[src/rtl/synth_pkg.sv]
// Shared definitions for the oscillator phase accumulator: slot geometry,
// sweep state encoding and the slot tag carried alongside each LUT address.
package synth_pkg;

    localparam int VOICES  = 8;
    localparam int V_OSC   = 4;
    localparam int V_WIDTH = 3;
    localparam int O_WIDTH = 2;

    typedef enum logic [1:0] {
        IDLE,
        SWEEP,
        DRAIN
    } state_t;

    typedef struct packed {
        logic [V_WIDTH-1:0] vx;
        logic [O_WIDTH-1:0] ox;
    } slot_t;

endpackage

[src/rtl/phase_slot_ram.sv]
// Per-slot stored phase: register array with asynchronous clear, one
// combinational read port and one write port sharing the same address.
module phase_slot_ram #(
    parameter int DEPTH = 32,
    parameter int AW    = 5,
    parameter int DW    = 32
) (
    input  logic          clk,
    input  logic          rst_n,
    input  logic          we,
    input  logic [AW-1:0] addr,
    input  logic [DW-1:0] wdata,
    output logic [DW-1:0] rdata
);

    logic [DW-1:0] mem [DEPTH];

    assign rdata = mem[addr];

    // Clear every phase on reset; otherwise write back the updated phase.
    always_ff @(posedge clk or negedge rst_n) begin
        if (!rst_n) begin
            for (int i = 0; i < DEPTH; i++) begin
                mem[i] <= '0;
            end
        end else if (we) begin
            mem[addr] <= wdata;
        end
    end

endmodule

[src/rtl/osc_phase_accum.sv]
// Time-multiplexed phase accumulator: one sweep per frame_start visits every
// voice/oscillator slot, advances its phase by the fetched increment, adds
// the phase modulation (never stored) and issues the tagged sine LUT address.
module osc_phase_accum
    import synth_pkg::state_t, synth_pkg::slot_t,
           synth_pkg::IDLE, synth_pkg::SWEEP, synth_pkg::DRAIN;
#(
    parameter int VOICES    = 8,
    parameter int V_OSC     = 4,
    parameter int V_WIDTH   = 3,
    parameter int O_WIDTH   = 2,
    parameter int PH_WIDTH  = 32,
    parameter int MOD_SHIFT = 16,
    parameter int LUT_AW    = 11
) (
    input  logic                sCLK_XVXOSC,
    input  logic                reset_reg_N,
    input  logic                frame_start,
    input  logic                voice_sync,
    input  logic [V_WIDTH-1:0]  voice_sync_vx,
    output logic                slot_req,
    output logic [V_WIDTH-1:0]  slot_vx,
    output logic [O_WIDTH-1:0]  slot_ox,
    input  logic [PH_WIDTH-1:0] osc_inc,
    input  logic signed [10:0]  modulation,
    output logic                lut_valid,
    output logic [LUT_AW-1:0]   lut_addr,
    output logic [V_WIDTH-1:0]  lut_vx,
    output logic [O_WIDTH-1:0]  lut_ox,
    output logic                busy,
    output logic                overrun
);

    localparam int SLOT_W = V_WIDTH + O_WIDTH;
    localparam int SLOTS  = VOICES * V_OSC;
    localparam logic [SLOT_W-1:0] LAST_SLOT = SLOT_W'(SLOTS - 1);

    state_t              state;
    state_t              next_state;
    logic                accept;
    logic [SLOT_W-1:0]   slot_cnt;
    logic                drain_cnt;

    logic [VOICES-1:0]   pending;
    logic [VOICES-1:0]   active;
    logic [VOICES-1:0]   sync_req;

    logic                s1_valid;
    slot_t               s1_slot;
    logic [SLOT_W-1:0]   s1_addr;
    logic [PH_WIDTH-1:0] ph_rd;
    logic [PH_WIDTH-1:0] ph_new;
    logic [PH_WIDTH-1:0] mod_ext;
    logic [PH_WIDTH-1:0] pm;
    slot_t               lut_tag;

    assign slot_req = (state == SWEEP);
    assign slot_ox  = slot_cnt[O_WIDTH-1:0];
    assign slot_vx  = slot_cnt[SLOT_W-1:O_WIDTH];
    assign busy     = (state != IDLE);
    assign lut_vx   = lut_tag.vx;
    assign lut_ox   = lut_tag.ox;
    assign s1_addr  = {s1_slot.vx, s1_slot.ox};

    // Sweep state register.
    always_ff @(posedge sCLK_XVXOSC or negedge reset_reg_N) begin
        if (!reset_reg_N) begin
            state <= IDLE;
        end else begin
            state <= next_state;
        end
    end

    // Next-state logic; a frame is accepted only from IDLE.
    always_comb begin
        next_state = state;
        accept     = 1'b0;
        case (state)
            IDLE: begin
                if (frame_start) begin
                    next_state = SWEEP;
                    accept     = 1'b1;
                end
            end
            SWEEP: begin
                if (slot_cnt == LAST_SLOT) begin
                    next_state = DRAIN;
                end
            end
            DRAIN: begin
                if (drain_cnt) begin
                    next_state = IDLE;
                end
            end
            default: next_state = IDLE;
        endcase
    end

    // Slot counter runs through all slots; drain counter spans two cycles.
    always_ff @(posedge sCLK_XVXOSC or negedge reset_reg_N) begin
        if (!reset_reg_N) begin
            slot_cnt  <= '0;
            drain_cnt <= 1'b0;
        end else begin
            if (accept) begin
                slot_cnt <= '0;
            end else if (state == SWEEP) begin
                slot_cnt <= slot_cnt + SLOT_W'(1);
            end
            drain_cnt <= (state == DRAIN) ? ~drain_cnt : 1'b0;
        end
    end

    // Decode the incoming sync strobe into a per-voice request vector.
    always_comb begin
        sync_req = '0;
        if (voice_sync) begin
            sync_req[voice_sync_vx] = 1'b1;
        end
    end

    // Latch sync requests; they take effect as a whole at the next frame.
    always_ff @(posedge sCLK_XVXOSC or negedge reset_reg_N) begin
        if (!reset_reg_N) begin
            pending <= '0;
            active  <= '0;
        end else if (accept) begin
            active  <= pending | sync_req;
            pending <= '0;
        end else begin
            pending <= pending | sync_req;
        end
    end

    // Sticky flag for a frame_start that arrives while a sweep is running.
    always_ff @(posedge sCLK_XVXOSC or negedge reset_reg_N) begin
        if (!reset_reg_N) begin
            overrun <= 1'b0;
        end else if (frame_start && (state != IDLE)) begin
            overrun <= 1'b1;
        end
    end

    // Delay the requested slot by one cycle to line up with osc_inc/modulation.
    always_ff @(posedge sCLK_XVXOSC or negedge reset_reg_N) begin
        if (!reset_reg_N) begin
            s1_valid <= 1'b0;
            s1_slot  <= '0;
        end else begin
            s1_valid   <= slot_req;
            s1_slot.vx <= slot_vx;
            s1_slot.ox <= slot_ox;
        end
    end

    phase_slot_ram #(
        .DEPTH (SLOTS),
        .AW    (SLOT_W),
        .DW    (PH_WIDTH)
    ) u_ram (
        .clk   (sCLK_XVXOSC),
        .rst_n (reset_reg_N),
        .we    (s1_valid),
        .addr  (s1_addr),
        .wdata (ph_new),
        .rdata (ph_rd)
    );

    // Stage 1: phase advance (or sync to zero) and modulated LUT phase.
    always_comb begin
        ph_new  = active[s1_slot.vx] ? '0 : ph_rd + osc_inc;
        mod_ext = {{(PH_WIDTH-11){modulation[10]}}, modulation};
        pm      = ph_new + (mod_ext << MOD_SHIFT);
    end

    // Register LUT address and tag; they hold their last value between sweeps.
    always_ff @(posedge sCLK_XVXOSC or negedge reset_reg_N) begin
        if (!reset_reg_N) begin
            lut_valid <= 1'b0;
            lut_addr  <= '0;
            lut_tag   <= '0;
        end else begin
            lut_valid <= s1_valid;
            if (s1_valid) begin
                lut_addr <= pm[PH_WIDTH-1 -: LUT_AW];
                lut_tag  <= s1_slot;
            end
        end
    end

endmodule

[config.mk]
export PLATFORM = sky130hd
export DESIGN_NAME = osc_phase_accum
export DESIGN_NICKNAME = d
export VERILOG_FILES = /design/src/rtl/synth_pkg.sv /design/src/rtl/phase_slot_ram.sv /design/src/rtl/osc_phase_accum.sv
export SDC_FILE = /design/constraint.sdc
export NUM_CORES = 2
export LEC_CHECK = 0
export ABC_CLOCK_PERIOD_IN_PS = 6500
export BUFFER_PORTS_ARGS = -buffer_cell sky130_fd_sc_hd__buf_2
export CORE_MARGIN = 1
export CORE_UTILIZATION = 63
export CTS_CLUSTER_SIZE = 20
export DETAILED_ROUTE_END_ITERATION = 6
export GPL_TIMING_DRIVEN = 0
export PLACE_DENSITY = 0.8
export SLEW_MARGIN = 10
export SYNTH_ARGS = -nofsm -noshare
export SYNTH_HDL_FRONTEND = slang
export SYNTH_HIERARCHICAL = 1
export SYNTH_SLANG_ARGS = --single-unit
[constraint.sdc]
create_clock -name sCLK_XVXOSC -period 6.5 [get_ports sCLK_XVXOSC]
set_input_delay 0.65 -clock sCLK_XVXOSC [delete_from_list [all_inputs] [get_ports sCLK_XVXOSC]]
set_output_delay 0.65 -clock sCLK_XVXOSC [all_outputs]
set_load 0.005 [all_outputs]
==> results.ini <==
[floorplanning]
ioPinCount = 75
core-area_mm2 = 0.07900
die_height_um = 284.7
die_w_um = 284.7
initial_core_util_pct = 63.73
num_rows = 103
fp.dieArea_mm2 = 0.08105

[finish]
area_growth_pct = 14.32
fill_cells = 5140
seq_area_mm2 = 0.02683
multiInputGateArea_mm2 = 0.02248
diodes = 0
drive_gt1_share_pct = 39.41
utilization_pct = 72.86
final_nets = 4062

[logic_synthesis]
synth_commonest_cells = dfrtp_1, mux2_2, mux2i_1
ys.flop_type = dfrtp_1
async_reset_ff_share_pct = 100.0
post-synth-top-count-cell = dfrtp_1
netlist_area_mm2 = 0.05035
syn_inst = 3744
yosys-top-cells-area = dfrtp_1, mux2_2, mux2i_1
synth-seq-area-share_pct = 53.28
synth_edf_count = 0
synth_top_cell_area_share_pct = 53.28
yosysWarnings = 6
yosysTopAreaCell = dfrtp_1
ys_types = 69
ys_ff_latch = 1072
postSynthAreaPerCell_um2 = 13.45
syn_nets = 3842

[placed_design]
gp_congestion = 0.9696
place_hpwl_um = 103200
pre_cts_ws_ns = -1.748
portBuffers = 74

[sta]
fmax_mhz = 155.9
layout_min_cycle_time_ns = 6.414
slew_headroom_pct = 9.871
finClkSkew_ns = 0.02643
final_max_slew_viol_count = 0
hold_viol = 0
worst_pin_slew_ns = 1.352
setup_viol = 0
setup_ws_ns = 0.08612
finalCritPeriodShare_pct = 98.68

[cts]
path_clk_slew_ns = 0.06
numCtsBuffers = 110
cts_tree = done
htreeDepth = 3
clockBufferDepth = 3
cts_sinks = 1072
clock_latency_ns = 0.70
clk_root_buffer_cell = clkbuf_16

[critical_path]
crit_top_cell = a21o_1
crit_path_start_kind = flip-flop
worstSetupEndpointType = flip-flop
arrival_ns = 7.02
slowest_delay_ns = 0.41
slowest_stage = dfrtp_2
cp.required_ns = 7.10
worstSetupPathType = flip-flop to flip-flop
critPathMaxFanout = 10

[routing]
route.detailed.drc = 0
route.final.wire_length_um = 151400
vias = 34230
drt-initial-drc-count = 3865
vias_per_cell = 6.709
ant_nets = 0
wl_per_cell_um = 29.67
drtPass1Iterations = 5

[hold_path]
min-delay-path-class = primary input to flip-flop

[global_routing]
grt_usage_pct = 37.32
antenna_found_initial = 0
grt_max_degree = 159
grt_first_pass_wirelength_um = 222100
grt_pass1_vias = 34940
grt_overflow = 0

[flow_run]
maxCapViolCount = 0

[status]
status = finished clean

[final cells by class]
| type | count | area share (%) |
|---|---|---|
| Buffer | 313 | 3.563 |
| Clock buffer | 159 | 5.610 |
| Clock inverter | 41 | 1.174 |
| Inverter | 17 | 0.1109 |
| Multi-Input combinational cell | 2329 | 39.05 |
| Sequential cell | 1072 | 46.61 |
| Tap cell | 1050 | 2.282 |
| Timing Repair Buffer | 121 | 1.600 |
[sequential cells by signal, summed over array words and instances (netlist names), 3 cells and up]
register and flops:
lut_addr 11, lut_vx 3, u_ram/mem 1024, slot_cnt 5
s1_addr 5, active 8, pending 8
[worst paths after layout]
check                       startpoint              to  slack [ns]  cells after the start
max                         s1_addr[0]     lut_addr[8]        0.09                     28
min reg2reg                  drain_cnt       drain_cnt        0.42                      1
min in group asynchronous  reset_reg_N  u_ram/mem[551]        0.50                      2
min                        frame_start         overrun        0.19                      2
max reg2reg                 s1_addr[0]     lut_addr[8]        0.09                     28
max in group asynchronous  reset_reg_N  u_ram/mem[826]        3.58                      5
[what timing repair did]
action	in CTS	in global routing
hold buffers	1	0
pin swaps	12	31
endpoints found under the hold margin	104	0
gates resized for setup	174	137
endpoints found under the setup margin	377	9
buffers inserted	17	21
[cells in the final DEF (no fill, tap or decap), types with 17 or more instances in the layout]
| master | n |
|---|---|
| clkbuf_1 | 129 |
| buf_4 | 98 |
| clkinv_2 | 19 |
| a21oi_1 | 39 |
| buf_6 | 30 |
| nor4_1 | 55 |
| nand2_1 | 69 |
| dfrtp_1 | 1067 |
| ha_1 | 35 |
| a21o_1 | 17 |
| mux2_2 | 965 |
| o21ai_0 | 18 |
| mux2_1 | 68 |
| nor2_1 | 57 |
| buf_2 | 158 |
| clkbuf_8 | 27 |
| clkbuf_16 | 112 |
| o22ai_1 | 256 |
| mux2i_1 | 497 |
[critical path, delay by kind of cell (launching register included)]
kind,cells,cell delay (ns)
AO/OA/AOI/OAI,14,3.12
buffers and inverters,4,0.84
AND/OR/NAND/NOR,6,0.83
adder cells (fa/ha/maj),2,0.52
flip-flops,1,0.41
multiplexers,1,0.38
XOR/XNOR,1,0.20
[logic make-up (layout without fill, tap and decap cells)]
kind of cell	Yosys count	in the layout	synth area share (%)
adders and majority gates	48	48	1.208
buffers and inverters	343	651	3.260
AOI/OAI and AO/OA	392	392	4.913
and+or+nand+nor	307	307	3.355
muxes	1548	1548	33.39
xor gates and xnor gates	34	34	0.5914
DFF	1072	1072	53.28
[per-stage QoR]
stage / setup TNS [ns] / std cells / area, um^2 / hold slack (ns)
2_1_floorplan: 0 / 3744 / 50350 / 0.3544
3_3_place_gp: - / 4868 / 52030 / 0.4030
3_5_place_dp: -151.33 / 4876 / 52270 / 0.4097
4_1_cts: -0.002750 / 5084 / 56860 / 0.1800
5_1_grt: -0.2583 / 5102 / 57560 / 0.1915
6_report: 0 / 5102 / 57560 / 0.1940
[layer usage]
| metal | routed length (um) | GRT usage, % |
|---|---|---|
| met3 | 13300 | 7.729 |
| met5 | 0 | 0 |
| met2 | 69050 | 57.51 |
| met1 | 57850 | 48.38 |
| met4 | 11200 | 23.97 |
Power is not shown: default switching activity piles up to over one toggle a cycle in this logic, so the estimate is an artifact.
